`src/rtl/mips_pkg.sv`:
```
// rtl/mips_pkg.sv - shared MIPS opcode constants and fetch entry type
package mips_pkg;

  localparam logic [31:0] DEFAULT_RESET_PC = 32'h0000_0000;

  localparam logic [5:0] OP_SPECIAL = 6'b000000;
  localparam logic [5:0] OP_BEQ     = 6'b000100;
  localparam logic [5:0] OP_BNE     = 6'b000101;
  localparam logic [5:0] OP_J       = 6'b000010;
  localparam logic [5:0] OP_JAL     = 6'b000011;
  localparam logic [5:0] FUNCT_JR   = 6'b001000;

  typedef struct packed {
    logic [31:0] pc;
    logic [31:0] instr;
  } fetch_entry_t;

endpackage

```
`src/rtl/fetch_queue.sv`:
```
// rtl/fetch_queue.sv - circular FIFO of fetch entries with push/pop/clear
module fetch_queue
  import mips_pkg::*;
#(
  parameter int DEPTH = 2
) (
  input  logic                       clk,
  input  logic                       resetn,
  input  logic                       clear,
  input  logic                       push,
  input  fetch_entry_t               push_data,
  input  logic                       pop,
  output fetch_entry_t               head,
  output logic [$clog2(DEPTH):0]     count
);

  localparam int AW = $clog2(DEPTH);
  localparam int CW = AW + 1;

  fetch_entry_t   mem_q [DEPTH];
  fetch_entry_t   mem_d [DEPTH];
  logic [AW-1:0]  head_q, head_d;
  logic [AW-1:0]  tail_q, tail_d;
  logic [CW-1:0]  count_q, count_d;

  // DEPTH is a power of two, so pointers wrap by plain overflow
  always_comb begin
    mem_d   = mem_q;
    head_d  = head_q;
    tail_d  = tail_q;
    count_d = count_q;
    if (clear) begin
      head_d  = '0;
      tail_d  = '0;
      count_d = '0;
    end else begin
      if (push) begin
        mem_d[tail_q] = push_data;
        tail_d        = tail_q + 1'b1;
      end
      if (pop) head_d = head_q + 1'b1;
      case ({push, pop})
        2'b10:   count_d = count_q + 1'b1;
        2'b01:   count_d = count_q - 1'b1;
        default: count_d = count_q;
      endcase
    end
  end

  always_ff @(posedge clk or negedge resetn) begin
    if (!resetn) begin
      mem_q   <= '{default: '0};
      head_q  <= '0;
      tail_q  <= '0;
      count_q <= '0;
    end else begin
      mem_q   <= mem_d;
      head_q  <= head_d;
      tail_q  <= tail_d;
      count_q <= count_d;
    end
  end

  assign head  = mem_q[head_q];
  assign count = count_q;

endmodule

```
`src/rtl/fetch_stage.sv`:
```
// rtl/fetch_stage.sv - MIPS fetch: PC, next-PC prediction, fetch queue, redirect
module fetch_stage
  import mips_pkg::*;
#(
  parameter logic [31:0] RESET_PC = DEFAULT_RESET_PC,
  parameter int          QDEPTH   = 2
) (
  input  logic        clk,
  input  logic        resetn,
  output logic [31:0] imem_addr,
  input  logic [31:0] imem_rdata,
  input  logic        miss,
  input  logic [31:0] rpc,
  output logic        out_valid,
  input  logic        out_ready,
  output logic [31:0] out_instr,
  output logic [31:0] out_pc
);

  localparam int             CW   = $clog2(QDEPTH) + 1;
  localparam logic [CW-1:0]  FULL = CW'(QDEPTH);

  logic [31:0]   pc_q, pc_d;
  logic [31:0]   pc_plus4, npc;
  logic [CW-1:0] count;
  logic          push, pop;
  fetch_entry_t  head, push_entry;

  // Static prediction: branches taken, direct jumps followed, jr left to recovery
  always_comb begin
    pc_plus4 = pc_q + 32'd4;
    npc      = pc_plus4;
    case (imem_rdata[31:26])
      OP_BEQ, OP_BNE: npc = pc_plus4 + {{14{imem_rdata[15]}}, imem_rdata[15:0], 2'b00};
      OP_J, OP_JAL:   npc = {pc_plus4[31:28], imem_rdata[25:0], 2'b00};
      default:        npc = pc_plus4;
    endcase
  end

  assign out_valid  = (count != '0) & ~miss;
  assign pop        = out_valid & out_ready;
  assign push       = ~miss & ((count < FULL) | pop);
  assign push_entry = '{pc: pc_q, instr: imem_rdata};

  always_comb begin
    pc_d = pc_q;
    if (miss)      pc_d = rpc;
    else if (push) pc_d = npc;
  end

  always_ff @(posedge clk or negedge resetn) begin
    if (!resetn) pc_q <= RESET_PC;
    else         pc_q <= pc_d;
  end

  fetch_queue #(.DEPTH(QDEPTH)) u_queue (
    .clk       (clk),
    .resetn    (resetn),
    .clear     (miss),
    .push      (push),
    .push_data (push_entry),
    .pop       (pop),
    .head      (head),
    .count     (count)
  );

  assign imem_addr = pc_q;
  assign out_instr = head.instr;
  assign out_pc    = head.pc;

endmodule

```
`config.mk`:
```
export PLATFORM = sky130hd
export DESIGN_NAME = fetch_stage
export DESIGN_NICKNAME = d
export VERILOG_FILES = /design/src/rtl/mips_pkg.sv /design/src/rtl/fetch_queue.sv /design/src/rtl/fetch_stage.sv
export SDC_FILE = /design/constraint.sdc
export NUM_CORES = 1
export LEC_CHECK = 0
export ABC_AREA = 1
export CORE_MARGIN = 1
export CORE_UTILIZATION = 55
export CTS_BUF_LIST = sky130_fd_sc_hd__clkbuf_4 sky130_fd_sc_hd__clkbuf_8 sky130_fd_sc_hd__clkbuf_16
export CTS_CLUSTER_DIAMETER = 50
export DETAILED_ROUTE_END_ITERATION = 7
export PLACE_DENSITY = 0.91
export SETUP_SLACK_MARGIN = 0.1
export SLEW_MARGIN = 20
export SYNTH_ARGS = -nofsm -noshare
export SYNTH_HDL_FRONTEND = slang
export SYNTH_SLANG_ARGS = --single-unit
```
`constraint.sdc`:
```
create_clock -name clk -period 3.6 [get_ports clk]
set_clock_uncertainty 0.05 [all_clocks]
set_input_delay 0.36 -clock clk [delete_from_list [all_inputs] [get_ports clk]]
set_output_delay 0.36 -clock clk [all_outputs]
set_load 0.02 [all_outputs]
```
Word-level counts from Yosys, hierarchy flattened. Cells that the tools add are included.

Magnitude comparators: 4. Muxes and demuxes: 15. $add $sub $neg: 6. Eq/ne operators: 6. Bitwise gates (word level): 7. Reductions and logical operators: 8.

Operators with widths (count): two-way mux 64 bit (4); bitwise mux 128 bit (1); demux 64 bit (select 1 bit) (1); two-way mux 32 bit (2); case mux 32 bit (2 select lines) (1); adder 32 x 3 -> 32 bit, second input constant (1); adder 32 bit (1); equality test 6 x 2 -> 1 bit, second input constant (2); equality test 6 x 3 -> 1 bit, second input constant (2); nonzero test 2 bit (3); >= comparator 2 bit, second input constant (2); two-way mux 1 bit (4); NOT 1 -> 2 bit (2); case mux 2 bit (2 select lines) (1); OR reduction 2 bit (2); bitwise AND 1 bit (3); nonzero test 3 bit (1); adder 1 bit, second input constant (2); adder 2 x 1 -> 2 bit, second input constant (1); equality test 2 x 1 -> 1 bit, second input constant (1); equality test 2 bit, second input constant (1); less-than comparator 2 x 1 -> 1 bit, second input constant (1); less-than comparator 2 bit, second input constant (1); two-way mux 2 bit (1); 5 further kinds (5).

Input port bits: 68. Bits in registers: 164. Output and inout port bits: 97. Logic and storage cells: 54.

Longest topological paths before layout.
Word-level depth: 8. Mapped depth: 23.

By module. From an unflattened synthesis, not the netlist that was laid out.

Cells, all modules: 1552. Area total of the unflattened synthesis: 11019.3 um2.

Modules (own cells, without submodules): fetch_queue (cells an instance 578, instances 1, area an instance 5741.8 um2); fetch_stage (cells an instance 974, instances 1, area an instance 5277.6 um2).

Worst setup path after synthesis. No wires, ideal clock.

Path kind: register to register. Start point: register pc_q[3] (netlist: imem_addr[3]). End point: register pc_q[31] (netlist: imem_addr[31]). Buffers on the path: 0. Cell stages (with the launch flop): 20. Data required time: 3433 ps. Library setup time: 117 ps. Arrival: 2633 ps. Setup slack: 801 ps. Cell sequence: dfrtp_1 > ha_1 > nand2_1 > nor2_1 > inv_1 > nor3_1 > nand2_1 > and2_1 > ha_1 > a21oi_1 > and2_1 > nand2_1 > nand2_1 > nand2_1 > a21oi_1 > nand2_1 > nand3_1 > nand2_1 > nand2_1 > nand2_1.

Longest elaborated chain between the ends: 5.

RTL lines: start, declared (RTL line fetch_stage.sv:23) `logic [31:0] pc_q, pc_d;`; start signal, assigned (RTL line fetch_stage.sv:53) `else pc_q <= pc_d;`; adder 32 x 3 -> 32 bit * (RTL line fetch_stage.sv:31) `pc_plus4 = pc_q + 32'd4;`; adder 32 bit (RTL line fetch_stage.sv:34) `OP_BEQ, OP_BNE: npc = pc_plus4 + {{14{imem_rdata[15]}}, imem_rdata[15:0], 2'b00};`; case mux 32 bit (2 select lines) * (RTL line fetch_stage.sv:33) `case (imem_rdata[31:26])`; two-way mux 32 bit * (RTL line fetch_stage.sv:48) `else if (push) pc_d = npc;`; two-way mux 32 bit * (RTL line fetch_stage.sv:47) `if (miss) pc_d = rpc;`.

Every way passes the cells marked *; elsewhere a longest branch is shown, timed or not. The select of a mux whose other input is x is not followed. A chain may end at the register's enable or synchronous reset.

Final worst setup path.
Start point: register pc_q[10] (netlist: imem_addr[10]). End point: register pc_q[28] (netlist: imem_addr[28]).

The elaborated chain is that of the path after synthesis.

==> flow_summary.ini <==
[logic_synthesis]
syn_area_per_cell_sq_um = 7.209
netlist_top_cells_area = dfrtp_1 (38%), nand2_1 (18%), mux2_2 (6.7%)
synth_commonest_cells = nand2_1 (513), inv_1 (180), dfrtp_1 (164)
ys_seq_area_share_pct = 38.26
mappedNetlistNets = 1593
ys_warn_count = 0
synth-edff-count = 0
synth_cell_types = 46
synth_top_area_cell = dfrtp_1
async_flop_share_pct = 100.0
synthCells = 1488
ys_seq_elements = 164
synth_top_area_share_pct = 38.26
synth.most_common_cell = nand2_1
synth_area_sq_um = 10730
synth_ff_type = dfrtp_1

[sta]
drv_slew = 0
finalCritPeriodShare_pct = 92.09
relSlewSlack_pct = 31.80
final.setup.tns_ps = 0
fin_ws_ps = 284.8
worst-slew-pin-transition_ps = 1023
hold_violations = 23
rsz0062_at_grt = no
finalSetupViolCount = 0
post-route-min-period_ps = 3315
hold_ws_ps = -20.59
max_freq_ghz = 0.3016

[worst_setup_path]
cp.arrival_ps = 3600
r2r_slack_ps = 280
reg2reg_to = imem_addr[28]
reg2regPathDepth = 18
cp_max_fo = 5
crit_family = simple AND/OR/NAND/NOR gates
cpMaxStageDelayCell = dfrtp_1
r2r-start = imem_addr[10]
cpMostUsedCell = nand2_1
path_cells = nand2_1 > nor2_1 > nand4_1 > nor2_1 > a21oi_1 > nor2_1 > ha_1 > buf_4 > nand2_1 > nand2_1 > a31oi_1 > nand2_1 > a21oi_1 > nand3_1 > nand3_1 > nand2_1 > nand2_1 > nand2_1
cp.buffers_inverters = 1
path_class = reg2reg
cpPeakStageDelay_ps = 400
cp-start-kind = flip-flop
cp.required_ps = 3890
crit_path_end_kind = flip-flop

[detailed_routing]
drtIter0Drc = 1111
via_per_inst = 5.677
drtAntennaViolNets = 0
wl_per_cell_microns = 18.30
drt_wl_total_microns = 35000
drt_first_pass_iters = 8
drc = 1
vias = 10850

[layout]
fin_util_pct = 70.28
syn_to_final_growth_pct = 23.78
drive_above_1_share_pct = 9.933
multi_input_comb_area_sq_um = 5704
fillers = 1543
num-nets-final = 1743
area.sequential_sq_um = 4108
fin_area_sq_um = 13280

[grt]
grt_max_degree = 129
antenna_found_initial = 1
grt-ovfl-total = 0
grt_pass1_wl_microns = 54630
grt_pass1_vias = 10210
grt_usage_pct = 35.77

[hold_path]
min_path_type = in2async

[place]
dp_slack_ps = 308.1
port_buffers = 164
finalWeightedCongestion = 1.002
hpwl_microns = 26040
place_area_sq_um = 12650

[floorplanning]
die_h_microns = 141.7
fp.dieW_microns = 141.7
core_area_sq_um = 18890
initial_utilization_pct = 56.77
die_area_sq_um = 20060
io_pins = 165
rows = 50

[pwr]
irDropWorstVdd_mv = 0.4879
combinationalPowerShare_pct = 55.0
p_leak_nw = 6.606
seqPwrFrac_pct = 28.8
switching_share_pct = 45.66
p_switching_mw = 5.235
cellInternalPower_mw = 6.231
clockPowerShare_pct = 16.2
power-per-cell-area_nw_per_um2 = 863.6

[clocking]
cts_max_path_buffers = 2
clock_sinks = 164
cts_root_buffer = clkbuf_16
postCtsSetupBuffers = 0
cts_buffers = 17
tritoncts = yes
htree_levels = 4
insertion_delay_ps = 440
path_clk_slew_ps = 80

[run_status]
violations = DRC, hold timing
outcome = finished, violations left

[job]
maxCapViolCount = 0
placed cells by master, fill, tap and decap left out, drive strengths merged, types with 25 or more instances in the layout:
cell / netlist / final
nand2: 517 / 517
inv: 185 / 194
o21ai: 168 / 168
dfrtp: 164 / 164
clkdlybuf4s50: 0 / 163
nor2: 82 / 82
nand3: 78 / 78
mux2: 64 / 64
a21oi: 41 / 41
ha: 36 / 36
buf: 37 / 25
per-layer routing:
metal  global-route usage, %  wire length (microns)  vias to the layer above
met5                       0                      0                        -
met4                   17.77                   1654                        0
met3                   6.885                   3005                      117
met2                   55.41                  15840                      557
met1                   48.07                  14500                     5101
li1                        -                      -                     5079
power groups by stage:
stage	registers [mW]	clock network, mW	logic, mW
global route	3.39	1.95	6.84
floorplan	3.23	0	3.85
global placement	3.22	0	6.03
CTS	3.27	1.86	6.22
finish	3.31	1.86	6.30
detailed placement	3.28	0	6.15
kinds of logic after synthesis:
kind of cell | Yosys count | share of synthesized area (%)
simple gates | 726 | 28.33
buf+inv | 242 | 8.993
compound gates | 237 | 11.77
flops | 164 | 38.26
mux | 64 | 6.719
fa+ha+maj | 37 | 4.386
xor+xnor | 18 | 1.540
worst reg2reg max path, stage by stage, from the launching register on:
cell and delay, ps:
dfrtp_1 400, nand2_1 210, nor2_1 250, nand4_1 160, nor2_1 180, a21oi_1 90, nor2_1 310, ha_1 320
buf_4 150, nand2_1 70, nand2_1 90, a31oi_1 280, nand2_1 150, a21oi_1 150, nand3_1 80, nand3_1 110
nand2_1 70, nand2_1 60, nand2_1 40
flip-flops by register name (all words and copies together), names as in the netlist:
signal	count
u_queue.tail_q	1
u_queue.head_q	1
imem_addr	32
u_queue.mem_q	128
u_queue.count	2
worst max-delay path by stage:
stage	startpoint	end	slack, ps	cells after the start
after floorplan	imem_addr[3]	imem_addr[31]	800	19
after global placement	imem_addr[2]	imem_addr[23]	420	19
after detailed placement	imem_addr[2]	imem_addr[31]	310	20
after CTS	imem_addr[2]	imem_addr[15]	300	19
after global routing	imem_addr[2]	imem_addr[24]	80	20
final	imem_addr[10]	imem_addr[28]	280	18
area by class of cell:
class                      instances  share of cell area, %
antenna                            1                0.01885
clock buffer                      18                  3.308
clock inverter                    14                  1.178
inverter                         185                  5.230
multi-input combinational       1082                  42.96
sequential                       164                  30.94
tap                              260                  2.450
timing repair buffer             188                  13.92
metrics by stage:
stage	cells	total power, mW
after floorplan	1488	7.089
after global placement	1879	9.253
after detailed placement	1879	9.429
after CTS	1911	11.35
after global routing	1912	12.17
final	1912	11.47
timing repair:
| action | in CTS | in global routing |
|---|---|---|
| resized for setup | 0 | 7 |
| hold buffers | 0 | 0 |
| endpoints found under the setup margin | 0 | 8 |
Note: power is estimated with default switching activity, not from simulation.
